===== src/rtl/rom_loader_if.sv =====
// Memory write bus between rom_loader (master) and the memory controller (slave).
// Request is a level held until a one-cycle ack; addr/din are stable while mem_req is high.
interface rom_loader_if #(
    parameter int ADDR_W = 22
) ();
    logic              mem_req;
    logic [ADDR_W-1:0] mem_addr;
    logic [15:0]       mem_din;
    logic              mem_ack;

    modport master (
        output mem_req,
        output mem_addr,
        output mem_din,
        input  mem_ack
    );

    modport slave (
        input  mem_req,
        input  mem_addr,
        input  mem_din,
        output mem_ack
    );
endinterface


===== src/rtl/rom_loader.sv =====
// Packs the streamed ROM bytes into little-endian 16-bit words and writes them through a small FIFO.
// Optional feature macro: ROM_LOADER_HEADER_SKIP_EN (discard a 512-byte copier header on request).
module rom_loader #(
    parameter int ADDR_W     = 22,
    parameter int FIFO_DEPTH = 4
) (
    input  logic        clk,
    input  logic        reset,
    input  logic        rom_loading,
    input  logic [7:0]  rom_do,
    input  logic        rom_do_valid,
    input  logic        skip_header,
    rom_loader_if.master mem,
    output logic [23:0] rom_size,
    output logic        loading_done,
    output logic        overflow
);
    localparam int PTR_W = (FIFO_DEPTH > 1) ? $clog2(FIFO_DEPTH) : 1;
    localparam int CNT_W = $clog2(FIFO_DEPTH + 1);

    typedef enum logic [1:0] {
        S_IDLE,
        S_LOAD,
        S_FLUSH
    } state_t;

    state_t r_state;
    state_t w_state_nxt;

    logic              r_loading_d;
    logic              r_phase;
    logic [7:0]        r_lo;
    logic [15:0]       r_word;
    logic              r_word_vld;
    logic [23:0]       r_rom_size;
    logic              r_overflow;
    logic              r_done;

    logic [15:0]       r_fifo [FIFO_DEPTH];
    logic [PTR_W-1:0]  r_wp;
    logic [PTR_W-1:0]  r_rp;
    logic [CNT_W-1:0]  r_cnt;

    logic              r_req;
    logic [ADDR_W-1:0] r_addr;
    logic [15:0]       r_din;

    logic w_rise, w_fall;
    logic w_byte, w_skip, w_accept;
    logic w_start, w_pad, w_done;
    logic w_full, w_empty, w_push, w_pop, w_drop;

    assign w_rise = rom_loading & ~r_loading_d;
    assign w_fall = ~rom_loading & r_loading_d;
    assign w_byte = (r_state == S_LOAD) & rom_loading & rom_do_valid;

`ifdef ROM_LOADER_HEADER_SKIP_EN
    logic       r_skip_en;
    logic [9:0] r_skip_cnt;

    assign w_skip = r_skip_en & (r_skip_cnt != 10'd512);

    always_ff @(posedge clk or posedge reset) begin
        if (reset) begin
            r_skip_en  <= 1'b0;
            r_skip_cnt <= '0;
        end else if (w_start) begin
            r_skip_en  <= skip_header;
            r_skip_cnt <= '0;
        end else if (w_byte && w_skip) begin
            r_skip_cnt <= r_skip_cnt + 10'd1;
        end
    end
`else
    logic w_unused_skip;
    assign w_unused_skip = skip_header;
    assign w_skip        = 1'b0;
`endif

    assign w_accept = w_byte & ~w_skip;

    assign w_full  = (r_cnt == CNT_W'(FIFO_DEPTH));
    assign w_empty = (r_cnt == '0);
    assign w_pop   = r_req & mem.mem_ack;
    // A pop in the same cycle frees the slot, so a full FIFO can still accept.
    assign w_push  = r_word_vld & (~w_full | w_pop);
    assign w_drop  = r_word_vld & w_full & ~w_pop;

    always_ff @(posedge clk or posedge reset) begin
        if (reset) r_state <= S_IDLE;
        else       r_state <= w_state_nxt;
    end

    always_comb begin
        w_state_nxt = r_state;
        w_start     = 1'b0;
        w_pad       = 1'b0;
        w_done      = 1'b0;
        case (r_state)
            S_IDLE: begin
                if (w_rise) begin
                    w_start     = 1'b1;
                    w_state_nxt = S_LOAD;
                end
            end
            S_LOAD: begin
                if (w_fall) begin
                    w_pad       = r_phase;
                    w_state_nxt = S_FLUSH;
                end
            end
            S_FLUSH: begin
                // Wait for the last (possibly padded) word to be pushed and fully written.
                if (w_empty && !r_req && !r_word_vld) begin
                    w_done      = 1'b1;
                    w_state_nxt = S_IDLE;
                end
            end
            default: w_state_nxt = S_IDLE;
        endcase
    end

    always_ff @(posedge clk or posedge reset) begin
        if (reset) begin
            r_loading_d <= 1'b0;
            r_phase     <= 1'b0;
            r_lo        <= '0;
            r_word      <= '0;
            r_word_vld  <= 1'b0;
            r_rom_size  <= '0;
            r_done      <= 1'b0;
        end else begin
            r_loading_d <= rom_loading;
            r_done      <= w_done;
            r_word_vld  <= 1'b0;
            if (w_start) begin
                r_phase    <= 1'b0;
                r_rom_size <= '0;
            end else if (w_accept) begin
                r_rom_size <= r_rom_size + 24'd1;
                if (!r_phase) begin
                    r_lo    <= rom_do;
                    r_phase <= 1'b1;
                end else begin
                    r_word     <= {rom_do, r_lo};
                    r_word_vld <= 1'b1;
                    r_phase    <= 1'b0;
                end
            end else if (w_pad) begin
                r_word     <= {8'h00, r_lo};
                r_word_vld <= 1'b1;
                r_phase    <= 1'b0;
            end
        end
    end

    always_ff @(posedge clk) begin
        if (w_push) r_fifo[r_wp] <= r_word;
    end

    always_ff @(posedge clk or posedge reset) begin
        if (reset) begin
            r_wp       <= '0;
            r_rp       <= '0;
            r_cnt      <= '0;
            r_overflow <= 1'b0;
        end else if (w_start) begin
            r_wp       <= '0;
            r_rp       <= '0;
            r_cnt      <= '0;
            r_overflow <= 1'b0;
        end else begin
            if (w_push)
                r_wp <= (r_wp == PTR_W'(FIFO_DEPTH - 1)) ? '0 : r_wp + PTR_W'(1);
            if (w_pop)
                r_rp <= (r_rp == PTR_W'(FIFO_DEPTH - 1)) ? '0 : r_rp + PTR_W'(1);
            if (w_push && !w_pop)
                r_cnt <= r_cnt + CNT_W'(1);
            else if (w_pop && !w_push)
                r_cnt <= r_cnt - CNT_W'(1);
            if (w_drop)
                r_overflow <= 1'b1;
        end
    end

    // The head stays in the FIFO until acked; mem_req drops for a cycle after every ack.
    always_ff @(posedge clk or posedge reset) begin
        if (reset) begin
            r_req  <= 1'b0;
            r_addr <= '0;
            r_din  <= '0;
        end else begin
            if (w_start)
                r_addr <= '0;
            if (w_pop) begin
                r_req  <= 1'b0;
                r_addr <= r_addr + ADDR_W'(1);
            end else if (!r_req && !w_empty) begin
                r_req <= 1'b1;
                r_din <= r_fifo[r_rp];
            end
        end
    end

    assign mem.mem_req   = r_req;
    assign mem.mem_addr  = r_addr;
    assign mem.mem_din   = r_din;
    assign rom_size      = r_rom_size;
    assign loading_done  = r_done;
    assign overflow      = r_overflow;
endmodule


===== src/flat_wrapper.sv =====
// flat-port wrapper written by rule: the top's interface ports become plain ports
module rom_loader_flat 
#(
    parameter int ADDR_W     = 22,
    parameter int FIFO_DEPTH = 4
)
  (clk, reset, rom_loading, rom_do, rom_do_valid, skip_header, rom_size, loading_done, overflow, mem_mem_req, mem_mem_addr, mem_mem_din, mem_mem_ack);
  rom_loader_if #(.ADDR_W(ADDR_W)) mem_i ();
  input  logic clk;
  input  logic reset;
  input  logic rom_loading;
  input  logic [7:0] rom_do;
  input  logic rom_do_valid;
  input  logic skip_header;
  output logic [23:0] rom_size;
  output logic loading_done;
  output logic overflow;
  output wire logic [$bits(mem_i.mem_req)-1:0] mem_mem_req;
  output wire logic [$bits(mem_i.mem_addr)-1:0] mem_mem_addr;
  output wire logic [$bits(mem_i.mem_din)-1:0] mem_mem_din;
  input wire logic [$bits(mem_i.mem_ack)-1:0] mem_mem_ack;
  assign mem_mem_req = mem_i.mem_req;
  assign mem_mem_addr = mem_i.mem_addr;
  assign mem_mem_din = mem_i.mem_din;
  assign mem_i.mem_ack = mem_mem_ack;
  rom_loader #(.ADDR_W(ADDR_W), .FIFO_DEPTH(FIFO_DEPTH)) u_core (.clk(clk), .reset(reset), .rom_loading(rom_loading), .rom_do(rom_do), .rom_do_valid(rom_do_valid), .skip_header(skip_header), .mem(mem_i), .rom_size(rom_size), .loading_done(loading_done), .overflow(overflow));
endmodule

===== config.mk =====
export PLATFORM = sky130hd
export DESIGN_NAME = rom_loader_flat
export DESIGN_NICKNAME = d
export VERILOG_FILES = /design/src/rtl/rom_loader_if.sv /design/src/rtl/rom_loader.sv /design/src/flat_wrapper.sv
export SDC_FILE = /design/constraint.sdc
export NUM_CORES = 1
export LEC_CHECK = 0
export BUFFER_PORTS_ARGS = -buffer_cell sky130_fd_sc_hd__buf_2
export CAP_MARGIN = 15
export CORE_MARGIN = 4
export CORE_UTILIZATION = 60
export DETAILED_ROUTE_END_ITERATION = 12
export GPL_TIMING_DRIVEN = 0
export PLACE_DENSITY = 0.84
export SLEW_MARGIN = 30
export SYNTH_ARGS = -nofsm -noshare
export SYNTH_HDL_FRONTEND = slang
export SYNTH_SLANG_ARGS = --single-unit

===== constraint.sdc =====
create_clock -name clk -period 9.6 [get_ports clk]
set_clock_uncertainty 0.05 [all_clocks]
set_input_delay 1.92 -clock clk [delete_from_list [all_inputs] [get_ports clk]]
set_output_delay 1.92 -clock clk [all_outputs]
set_load 0.05 [all_outputs]

==> run summary, run 1 <==
Commonest non-fill, non-tap cell in the layout - dfrtp_1
Post-Synthesis Cells - 506
CTS tree - built
First-pass GRT wire length - 23000 um
Initial antenna violation count - 0
Clock power share - 30.5%
Wire length per cell - 18.3 um
Grt total ovfl - 0
Residual DRC - 0
Commonest cells after routing, fill and taps aside - dfrtp_1, buf_2, edfxtp_1
Number of synthesized register bits - 165
Num CTS Buffers - 17
Vias in the first global route - 4507
Routability congestion estimate from global placement - 0.848
Tcrit/Tclk final - 43.5%
Worst Setup End Kind - register
Clock Path Buffers - 2
Hold_buf cts - 0
Net switching power - 794 uW
Setup WS pre-CTS - 5.03 ns
Inserted Diodes - 0
Static leakage - 3.48 nW
Core Area - 11100 um2
Cell Area, Synth - 6910 um2
CP Launch Type - primary input
Crit path kind - primary input to register
Final hold viol count - 0
Clock root cell - clkbuf_16
Slew Limit Fails - 0
Area growth syn-to-layout - 17.7%
Sequential power share - 42.9%
Number of DRC markers in iteration 0 - 361
Arrival @ worst endpoint - 4.46 ns
Slew margin rel. - 38.6%
Count of input and output buffers - 77
Seq/Total Area, Yosys - 64.4%
Most used DFF post-synth - dfrtp_1
Syn avg cell area - 13.7 um2
Setup tns final - 0 ns
Fraction of registers with async set/reset - 61.2%
Syn_nets - 529
Die W - 115 um
Vias - 4521
Final Net Count - 626
CTS H-Tree Depth - 4
All-Layer GR Usage - 22.7%
Outcome - completed
Largest net degree at the start of global routing - 62
Die ar. - 13300 um2
Initial core utilization - 62.4%
Measured slew at the worst slew-check pin - 0.921 ns
Hold WC Path Type - register to register
Final ANT Viol Nets - 0
Row Count - 38
Internal Power - 1.56 mW
Fill count - 674
Clock latency on the worst-skew pair - 0.43 ns
# resized after CTS - 0
Switching share of power - 33.8%
Reg2reg setup slack - 6.54 ns
Post-CTS Setup Bufs - 0
Distinct cells, synth - 44
Comb pwr share - 26.6%
Share of layout cells above drive strength 1 - 27.4%
Post-layout min period - 4.17 ns
Reg area - 4450 um2
Die height - 115 um
Routed WL - 13800 um
Critical Path Fanout Max - 7
Clk sink count - 165
Area of the multi-input gates - 2310 um2
Setup-failing EPs final - 0
Peak VDD IR - 201 uV
Max-cap violations - 0
Min setup slack post-route - 5.43 ns
Clk pin slew, worst setup/hold paths - 0.07 ns
Power per cell area - 289 nW/um2
Number of enable flip-flop cells after synthesis - 64
Final core occ - 73.4%
I/O pins - 79
Via density - 5.98
RSZ-0062 raised after global routing - no
Fmax - 240 MHz
DR pass1 iterations - 5
Worst endpoint required time - 9.89 ns
DPL Wire Length - 9190 um
Count of warnings emitted by yosys - 0
-- flip-flops by register name, indices dropped and copies added (netlist names), 2 cells and up --
signal	flops
u_core.r_rp	2
u_core.r_state	2
u_core.r_word	16
u_core.mem.mem_addr	22
u_core.r_fifo	64
u_core.r_cnt	3
u_core.mem.mem_din	16
u_core.r_wp	2
u_core.r_lo	8
u_core.rom_size	24
-- power groups by stage --
| stage | Clock, mW | Combinational, mW | Sequential, mW |
|---|---|---|---|
| after floorplan | 0 | 0.321 | 1.16 |
| after global placement | 0 | 0.606 | 1.01 |
| after detailed placement | 0 | 0.629 | 1.02 |
| after CTS | 0.726 | 0.636 | 1.01 |
| after global routing | 0.759 | 0.678 | 1.03 |
| final | 0.716 | 0.626 | 1.01 |
-- Yosys cell counts, drive strengths merged (4+ instances only) --
cell type	number	area, um2
nor3	7	35.0
nand4	14	87.6
and2	8	50.1
and4	4	35.0
mux2i	22	220
and3	5	31.3
nand2	47	176
xor2	6	52.6
mux2	32	360
or3	4	25.0
nor2	25	93.8
dfrtp	101	2530
o211ai	5	37.5
o21ai	22	110
nand3	27	135
or4	5	37.5
o31ai	8	60.1
mux4	16	360
edfxtp	64	1920
a21oi	12	60.1
buf	4	26.3
inv	19	71.3
ha	8	100
clkbuf	15	60.1
-- final timing paths --
kind | cells after the start | startpoint | to
max | 11 | mem_mem_ack | u_core.r_cnt[2]
min | 1 | u_core.mem.mem_addr[21] | u_core.mem.mem_addr[21]
max reg2reg | 10 | u_core.mem.mem_req | u_core.r_cnt[2]
min reg2reg | 1 | u_core.mem.mem_addr[21] | u_core.mem.mem_addr[21]
max in group asynchronous | 3 | reset | u_core.r_word[5]
min in group asynchronous | 2 | reset | u_core.mem.mem_din[12]
-- cell type report --
type	instances	area share [%]
Sequential cell	165	54.7
Multi-Input combinational cell	303	28.4
Clock buffer	18	5.40
Timing Repair Buffer	78	5.07
Clock inverter	14	2.34
Tap cell	140	2.15
Buffer	19	1.06
Inverter	19	0.938
-- metrics by stage --
stage	area [um2]	cells	hold WS [ns]	power [mW]
5_1_grt	8140	756	0.455	2.47
6_report	8140	756	0.430	2.35
4_1_cts	8140	756	0.430	2.37
3_5_place_dp	7510	724	0.420	1.65
2_1_floorplan	6910	506	0.422	1.48
3_3_place_gp	7470	723	0.408	1.61
-- metal layers --
metal  up-vias  GRT usage, %  routed length [um]
li1       2076             -                   -
met1      2287          30.9                5660
met2       133          36.5                7090
met3        25          5.74                 817
met4         0          7.36                 248
met5         -             0                   0
-- worst max-delay path, cell delays in order --
cell and delay (ns):
buf_2 0.10, and2_1 0.12, clkbuf_1 0.26, inv_1 0.13, a31oi_1 0.52, ha_1 0.31
inv_1 0.07, fa_1 0.39, xor2_1 0.16, or3_1 0.30, a21oi_1 0.18
-- kinds of logic (layout without fill, tap and decap cells) --
family	after synthesis	in the layout	share of synthesized area, %
and+or+nand+nor	159	159	11.9
adders and majority gates	9	9	1.74
DFF	165	165	64.4
xor gates and xnor gates	9	9	1.14
muxes	70	70	13.6
buffers and inverters	38	148	2.28
AOI/OAI and AO/OA	56	56	4.94
Power figures use the tool's default switching activity.
==> run 2: changes to the inputs <==
--- a/config.mk
+++ b/config.mk
@@ -8,10 +8,10 @@
 export BUFFER_PORTS_ARGS = -buffer_cell sky130_fd_sc_hd__buf_2
 export CAP_MARGIN = 15
 export CORE_MARGIN = 4
-export CORE_UTILIZATION = 60
+export CORE_UTILIZATION = 52
 export DETAILED_ROUTE_END_ITERATION = 12
 export GPL_TIMING_DRIVEN = 0
-export PLACE_DENSITY = 0.84
+export PLACE_DENSITY = 0.77
 export SLEW_MARGIN = 30
 export SYNTH_ARGS = -nofsm -noshare
 export SYNTH_HDL_FRONTEND = slang
==> constraint.sdc (replaced) <==
create_clock -name clk -period 3.6 [get_ports clk]
set_clock_uncertainty 0.05 [all_clocks]
set_input_delay 0.72 -clock clk [delete_from_list [all_inputs] [get_ports clk]]
set_output_delay 0.72 -clock clk [all_outputs]
set_load 0.05 [all_outputs]
==> run 2 against run 1 <==
Effect of this change: first-iteration DRC count down 8.3%; non-clock buffer count unchanged; clock power up 140%; largest power group unchanged; sequential share of layout area up 0.17 points; flip-flop and latch count unchanged; highest routed layer unchanged; worst hold slack worse by 0.20 ns; core utilization down 10 points; register-to-register slack worse by 6.0 ns.
==> run summary, run 2 (synthesized netlist as in run 1, its figures left out) <==
Post-CTS Setup Bufs - 0 (unchanged)
Clock latency on the worst-skew pair - 0.42 ns (was 0.43 ns)
Die ar. - 15200 um2 (was 13300 um2)
Num CTS Buffers - 17 (unchanged)
Row Count - 41 (was 38)
Die height - 123 um (was 115 um)
Wire length per cell - 18.2 um (was 18.3 um)
CP Launch Type - register (was primary input)
Inserted Diodes - 0 (unchanged)
Outcome - completed (unchanged)
RSZ-0062 raised after global routing - no (unchanged)
First-pass GRT wire length - 23200 um (was 23000 um)
Peak VDD IR - 279 uV (was 201 uV)
Launch point of the worst reg-to-reg path - u_core.mem.mem_req (unchanged)
Routed WL - 14300 um (was 13800 um)
R2r endpoint - u_core.r_cnt[2] (unchanged)
Vias - 4471 (was 4521)
# resized after CTS - 0 (unchanged)
Clock root cell - clkbuf_16 (unchanged)
Arrival @ worst endpoint - 3.35 ns (was 4.46 ns)
Initial core utilization - 53.9% (was 62.4%)
CTS tree - built (unchanged)
Routability congestion estimate from global placement - 0.830 (was 0.848)
Most frequent CP cell - inv_1 (unchanged)
Vias in the first global route - 4511 (was 4507)
Slowest-stage cell, CP - a31oi_1 (unchanged)
Commonest cells after routing, fill and taps aside - dfrtp_1, buf_2, edfxtp_1 (unchanged)
Via density - 5.67 (was 5.98)
DPL Wire Length - 9620 um (was 9190 um)
Hold_buf cts - 0 (unchanged)
Worst R2R Path Depth - 10 (unchanged)
Fill count - 985 (was 674)
Critical Path Fanout Max - 7 (unchanged)
All-Layer GR Usage - 20.2% (was 22.7%)
Share of layout cells above drive strength 1 - 27.3% (was 27.4%)
Setup-failing EPs final - 0 (unchanged)
Final hold viol count - 0 (unchanged)
Core Area - 12800 um2 (was 11100 um2)
Grt total ovfl - 0 (unchanged)
Largest Register - u_core.r_fifo (unchanged)
Count of input and output buffers - 77 (unchanged)
Max reg flops - 64 (unchanged)
Die W - 123 um (was 115 um)
Initial antenna violation count - 0 (unchanged)
Worst endpoint required time - 3.89 ns (was 9.89 ns)
Hold WC Path Type - primary input to async pin (was register to register)
Slew Limit Fails - 0 (unchanged)
Post-placement cell count - 756 (was 724)
Crit path largest cell delay - 0.55 ns (was 0.52 ns)
Measured slew at the worst slew-check pin - 0.972 ns (was 0.921 ns)
Commonest non-fill, non-tap cell in the layout - dfrtp_1 (unchanged)
Final core occ - 63.2% (was 73.4%)
Reg2reg setup slack - 0.55 ns (was 6.54 ns)
Post-layout min period - 3.05 ns
DR pass1 iterations - 5 (unchanged)
I/O pins - 79 (unchanged)
Final ANT Viol Nets - 0 (unchanged)
Area growth syn-to-layout - 17.3% (was 17.7%)
CTS H-Tree Depth - 4 (unchanged)
Number of DRC markers in iteration 0 - 331 (was 361)
Final Net Count - 626 (unchanged)
Worst Setup End Kind - register (unchanged)
Clk sink count - 165 (unchanged)
Tcrit/Tclk final - 84.8%
CP cell instances - and2_1 > clkbuf_1 > inv_1 > a31oi_1 > ha_1 > inv_1 > fa_1 > xor2_1 > or3_1 > a21oi_1 (was buf_2 > and2_1 > clkbuf_1 > inv_1 > a31oi_1 > ha_1 > inv_1 > fa_1 > xor2_1 > or3_1 > a21oi_1)
Crit path kind - register to register (was primary input to register)
Fmax - 327 MHz
Clock Path Buffers - 2 (unchanged)
Clk pin slew, worst setup/hold paths - 0.06 ns (was 0.07 ns)
Max-cap violations - 0 (unchanged)
Static leakage - 3.44 nW (was 3.48 nW)
Residual DRC - 0 (unchanged)
Power per cell area - 748 nW/um2 (was 289 nW/um2)
Slew margin rel. - 35.2% (was 38.6%)
Largest net degree at the start of global routing - 71 (was 62)
Layout Cells excl Fill - 788 (was 756)
WHS - 0.226 ns (was 0.430 ns)
-- run 2: worst max-delay path, delay by kind of cell, from the launching register on --
kind | cells | cell delay [ns]
compound gates | 2 | 0.71
fa+ha+maj | 2 | 0.68
simple gates | 2 | 0.47
buf+inv | 3 | 0.46
flops | 1 | 0.45
xor+xnor | 1 | 0.16
-- run 2: how the worst max path moves through the flow --
| stage | from | to | slack (ns) | cells past startpoint |
|---|---|---|---|---|
| 5_1_grt | u_core.mem.mem_req | u_core.r_cnt[2] | 0.34 | 10 |
| 2_1_floorplan | reset | u_core.loading_done | 0.18 | 1 |
| 3_5_place_dp | mem_mem_ack | u_core.r_cnt[2] | 0.22 | 11 |
| 6_report | u_core.mem.mem_req | u_core.r_cnt[2] | 0.55 | 10 |
| 3_3_place_gp | reset | u_core.r_word[3] | -0.94 | 2 |
| 4_1_cts | u_core.mem.mem_req | u_core.r_cnt[2] | 0.55 | 10 |
-- run 2: power by group --
| group | total, mW | internal (mW) | switching (mW) |
|---|---|---|---|
| sequential | 2.69 | 2.40 | 0.295 |
| combinational | 1.67 | 0.616 | 1.05 |
| clock | 1.70 | 0.958 | 0.745 |
| total | 6.07 | 3.97 | 2.09 |
-- run 2: metrics by stage --
| step | setup TNS [ns] | cell area, um2 | total power [mW] | setup WS (ns) |
|---|---|---|---|---|
| global placement | -93.84 | 7510 | 4.30 | -0.938 |
| floorplan | 0 | 6910 | 3.94 | 0.183 |
| finish | 0 | 8110 | 6.07 | 0.545 |
| detailed placement | 0 | 7550 | 4.41 | 0.218 |
| CTS | 0 | 8110 | 6.11 | 0.548 |
| global route | 0 | 8110 | 6.37 | 0.337 |
-- run 2: per-layer routing --
metal | vias up | share of wire, % | GRT usage, %
li1 | 2078 | - | -
met1 | 2266 | 42 | 26.3
met2 | 102 | 52 | 33.9
met3 | 25 | 4.0 | 4.12
met4 | 0 | 1.9 | 7.68
met5 | - | 0 | 0
-- run 2: area by class of cell --
cell class	count	area (um2)	share of cell area, %
buffer	19	86.3	1.06
clock buffer	18	429	5.29
clock inverter	14	130	1.60
inverter	19	76.3	0.941
multi-input combinational	303	2310	28.5
sequential	165	4450	54.9
tap	172	215	2.65
timing repair buffer	78	413	5.09
==> run 3: changes to the inputs <==
--- a/config.mk
+++ b/config.mk
@@ -5,13 +5,14 @@
 export SDC_FILE = /design/constraint.sdc
 export NUM_CORES = 1
 export LEC_CHECK = 0
+export ABC_AREA = 1
 export BUFFER_PORTS_ARGS = -buffer_cell sky130_fd_sc_hd__buf_2
 export CAP_MARGIN = 15
 export CORE_MARGIN = 4
-export CORE_UTILIZATION = 52
+export CORE_UTILIZATION = 59
 export DETAILED_ROUTE_END_ITERATION = 12
 export GPL_TIMING_DRIVEN = 0
-export PLACE_DENSITY = 0.77
+export PLACE_DENSITY = 0.82
 export SLEW_MARGIN = 30
 export SYNTH_ARGS = -nofsm -noshare
 export SYNTH_HDL_FRONTEND = slang
==> constraint.sdc (replaced) <==
create_clock -name clk -period 3 [get_ports clk]
set_clock_uncertainty 0.05 [all_clocks]
set_input_delay 0.6 -clock clk [delete_from_list [all_inputs] [get_ports clk]]
set_output_delay 0.6 -clock clk [all_outputs]
set_load 0.05 [all_outputs]
==> run 3 against run 2 <==
Effect of this change: sequential power rose by 14%; non-clock buffer count rose by 13; core utilization rose by 8.8 points; critical path type unchanged; critical endpoint is now u_core.r_cnt[1].
==> run summary, run 3 <==
CP Launch Type - register (unchanged)
Setup WS pre-CTS - 0.463 ns (was 0.218 ns)
Post-layout min period - 2.45 ns (was 3.05 ns)
Outcome - completed (unchanged)
Distinct cells, synth - 34 (was 44)
Setup-failing EPs final - 0 (unchanged)
Power per cell area - 853 nW/um2 (was 748 nW/um2)
Internal Power - 4.69 mW (was 3.97 mW)
Synth top area share - 33.7% (was 36.6%)
Sequential power share - 41.0% (was 44.4%)
Largest Register - u_core.r_fifo (unchanged)
# resized after CTS - 0 (unchanged)
Number of DRC markers in iteration 0 - 458 (was 331)
Slew Limit Fails - 0 (unchanged)
Top-count cell post-synth - nand2_1 (was dfrtp_1)
Cell Area, Synth - 7490 um2 (was 6910 um2)
Residual DRC - 0 (unchanged)
Share of layout cells above drive strength 1 - 15.8% (was 27.3%)
Inserted Diodes - 0 (unchanged)
Max-cap violations - 0 (unchanged)
Commonest non-fill, non-tap cell in the layout - nand2_1 (was dfrtp_1)
R2r endpoint - u_core.r_cnt[1] (was u_core.r_cnt[2])
Most used DFF post-synth - dfrtp_1 (unchanged)
Worst endpoint required time - 3.27 ns (was 3.89 ns)
Reg2reg setup slack - 0.55 ns (about the same)
Core Area - 12200 um2 (was 12800 um2)
Clock power share - 28.7% (was 28.1%)
Final ANT Viol Nets - 0 (unchanged)
Peak VDD IR - 454 uV (was 279 uV)
Area leader, netlist - dfrtp_1 (unchanged)
Number of enable flip-flop cells after synthesis - 64 (unchanged)
Arrival @ worst endpoint - 2.72 ns (was 3.35 ns)
Switching share of power - 37.5% (was 34.5%)
Largest net degree at the start of global routing - 28 (was 71)
CTS tree - built (unchanged)
Clock latency on the worst-skew pair - 0.42 ns (about the same)
Worst R2R Path Depth - 10 (unchanged)
Launch point of the worst reg-to-reg path - u_core.r_cnt[0] (was u_core.mem.mem_req)
CTS H-Tree Depth - 4 (unchanged)
Commonest cells after routing, fill and taps aside - nand2_1, nor2_1, dfrtp_1 (was dfrtp_1, buf_2, edfxtp_1)
Static leakage - 4.11 nW (was 3.44 nW)
Comb pwr share - 30.2% (was 27.5%)
I/O pins - 79 (unchanged)
Fmax - 408 MHz (was 327 MHz)
Number of synthesized register bits - 165 (unchanged)
Wire length per cell - 15.1 um (was 18.2 um)
Die height - 121 um (was 123 um)
Critical Path Fanout Max - 6 (was 7)
Grt total ovfl - 0 (unchanged)
All-Layer GR Usage - 24.9% (was 20.2%)
Post-synth top cells - nand2_1, nor2_1, dfrtp_1 (was dfrtp_1, edfxtp_1, nand2_1)
Measured slew at the worst slew-check pin - 0.961 ns (was 0.972 ns)
Routed WL - 17000 um (was 14300 um)
Num CTS Buffers - 17 (unchanged)
Final hold viol count - 0 (unchanged)
Count of warnings emitted by yosys - 0 (unchanged)
Hold WC Path Type - primary input to async pin (unchanged)
Initial core utilization - 61.4% (was 53.9%)
GRT met2 Usage - 40.4% (was 33.9%)
Vias - 6065 (was 4471)
Top cells by area, synth - dfrtp_1, edfxtp_1, nand2_1 (was dfrtp_1, edfxtp_1, mux2_2)
Final Net Count - 966 (was 626)
Via density - 5.40 (was 5.67)
Syn_nets - 864 (was 529)
Crit path kind - register to register (unchanged)
Die ar. - 14600 um2 (was 15200 um2)
Row Count - 40 (was 41)
DR pass1 iterations - 5 (unchanged)
Met1 usage - 33.4% (was 26.3%)
Seq/Total Area, Yosys - 59.4% (was 64.4%)
Net switching power - 2.81 mW (was 2.09 mW)
First-pass GRT wire length - 28400 um (was 23200 um)
Slew margin rel. - 35.8% (was 35.2%)
Max reg flops - 64 (unchanged)
DPL Wire Length - 11700 um (was 9620 um)
Critical Path Start - u_core.r_cnt[0] (was u_core.mem.mem_req)
Hold_buf cts - 0 (unchanged)
Fill count - 910 (was 985)
Clock root cell - clkbuf_16 (unchanged)
Routability congestion estimate from global placement - 0.889 (was 0.830)
Syn avg cell area - 8.91 um2 (was 13.7 um2)
Count of input and output buffers - 77 (unchanged)
Initial antenna violation count - 0 (unchanged)
Worst Setup End Kind - register (unchanged)
Min setup slack post-route - 0.550 ns (was 0.545 ns)
Fraction of registers with async set/reset - 61.2% (unchanged)
Vias in the first global route - 5812 (was 4511)
Post-Synthesis Cells - 841 (was 506)
Clock Path Buffers - 2 (unchanged)
Met3 usage - 4.68% (was 4.12%)
Busiest layer in global routing - met2 (unchanged)
Clk pin slew, worst setup/hold paths - 0.06 ns (about the same)
Clk sink count - 165 (unchanged)
Area growth syn-to-layout - 17.4% (was 17.3%)
Die W - 121 um (was 123 um)
Setup tns final - 0 ns (unchanged)
Tcrit/Tclk final - 81.7% (was 84.8%)
RSZ-0062 raised after global routing - no (unchanged)
Post-CTS Setup Bufs - 0 (unchanged)
-- run 3: cell types whose count changed after synthesis, sizes merged, moves of 12 or more --
cell	previous run	this run
mux4	16	0
mux2	32	1
o21ai	22	65
nand2	47	176
nand3	27	65
inv	19	94
mux2i	22	0
a31oi	2	17
nor2	25	174
buf	4	16
-- run 3: routing by layer --
metal / wire length, um / up-vias
met3: 1260 / 31
met4: 349 / 0
li1: - / 2941
met1: 7090 / 2864
met2: 8320 / 229
met5: 0 / -
-- run 3: power groups by stage --
stage | sequential, mW | clock (mW) | combinational [mW]
floorplan | 3.61 | 0 | 1.08
global placement | 3.09 | 0 | 2.16
detailed placement | 3.11 | 0 | 2.25
CTS | 3.07 | 2.17 | 2.27
global route | 3.13 | 2.28 | 2.50
finish | 3.08 | 2.16 | 2.27
-- run 3: worst max path at each step --
| stage | end | slack (ns) | depth (start not counted) |
|---|---|---|---|
| 6_report | u_core.r_cnt[1] | 0.55 | 10 |
| 5_1_grt | u_core.r_cnt[1] | 0.38 | 10 |
| 4_1_cts | u_core.r_cnt[1] | 0.57 | 10 |
| 3_5_place_dp | u_core.r_cnt[1] | 0.46 | 11 |
| 3_3_place_gp | u_core.r_fifo[0][15] | 0.28 | 5 |
| 2_1_floorplan | u_core.r_cnt[2] | 0.75 | 11 |
-- run 3: layout make-up --
cell class | count | area, um2 | area share [%]
repair buffers | 83 | 499 | 5.68
well taps | 168 | 210 | 2.39
inverters | 95 | 360 | 4.10
flip-flops and latches | 165 | 4450 | 50.6
clock inverters | 9 | 133 | 1.51
multi-input cells | 554 | 2550 | 29.0
plain buffers | 27 | 141 | 1.61
clock buffers | 23 | 448 | 5.09
-- run 3: stage by stage --
stage | hold slack, ns | instance area (um2) | utilization, % | std cells | total power [mW]
floorplan | 0.392 | 7500 | - | 841 | 4.69
global placement | 0.401 | 8090 | 66.3 | 1086 | 5.25
detailed placement | 0.411 | 8220 | 67.3 | 1092 | 5.36
CTS | 0.132 | 8800 | 72.0 | 1124 | 7.52
global route | 0.147 | 8800 | 72.0 | 1124 | 7.91
finish | 0.138 | 8800 | 72.0 | 1124 | 7.50
-- run 3: cells by family (layout without fill, tap and decap cells) --
kind of cell | count (synthesis) | in the layout | synth area share, %
buffers and inverters | 122 | 237 | 6.65
multiplexers | 1 | 1 | 0.150
AND/OR/NAND/NOR | 439 | 439 | 24.3
flip-flops | 165 | 165 | 59.4
adder cells (fa/ha/maj) | 9 | 9 | 1.60
AO/OA/AOI/OAI | 103 | 103 | 7.68
XOR/XNOR | 2 | 2 | 0.234
-- run 3: worst max-delay path: stages (launching register included) --
cell and delay [ns]:
dfrtp_1 0.42, nor2_1 0.26, nand3_1 0.15, nand2_1 0.24, inv_1 0.13, ha_1 0.20, inv_1 0.10, fa_1 0.42
mux2_2 0.26, nand2_1 0.05, inv_1 0.05
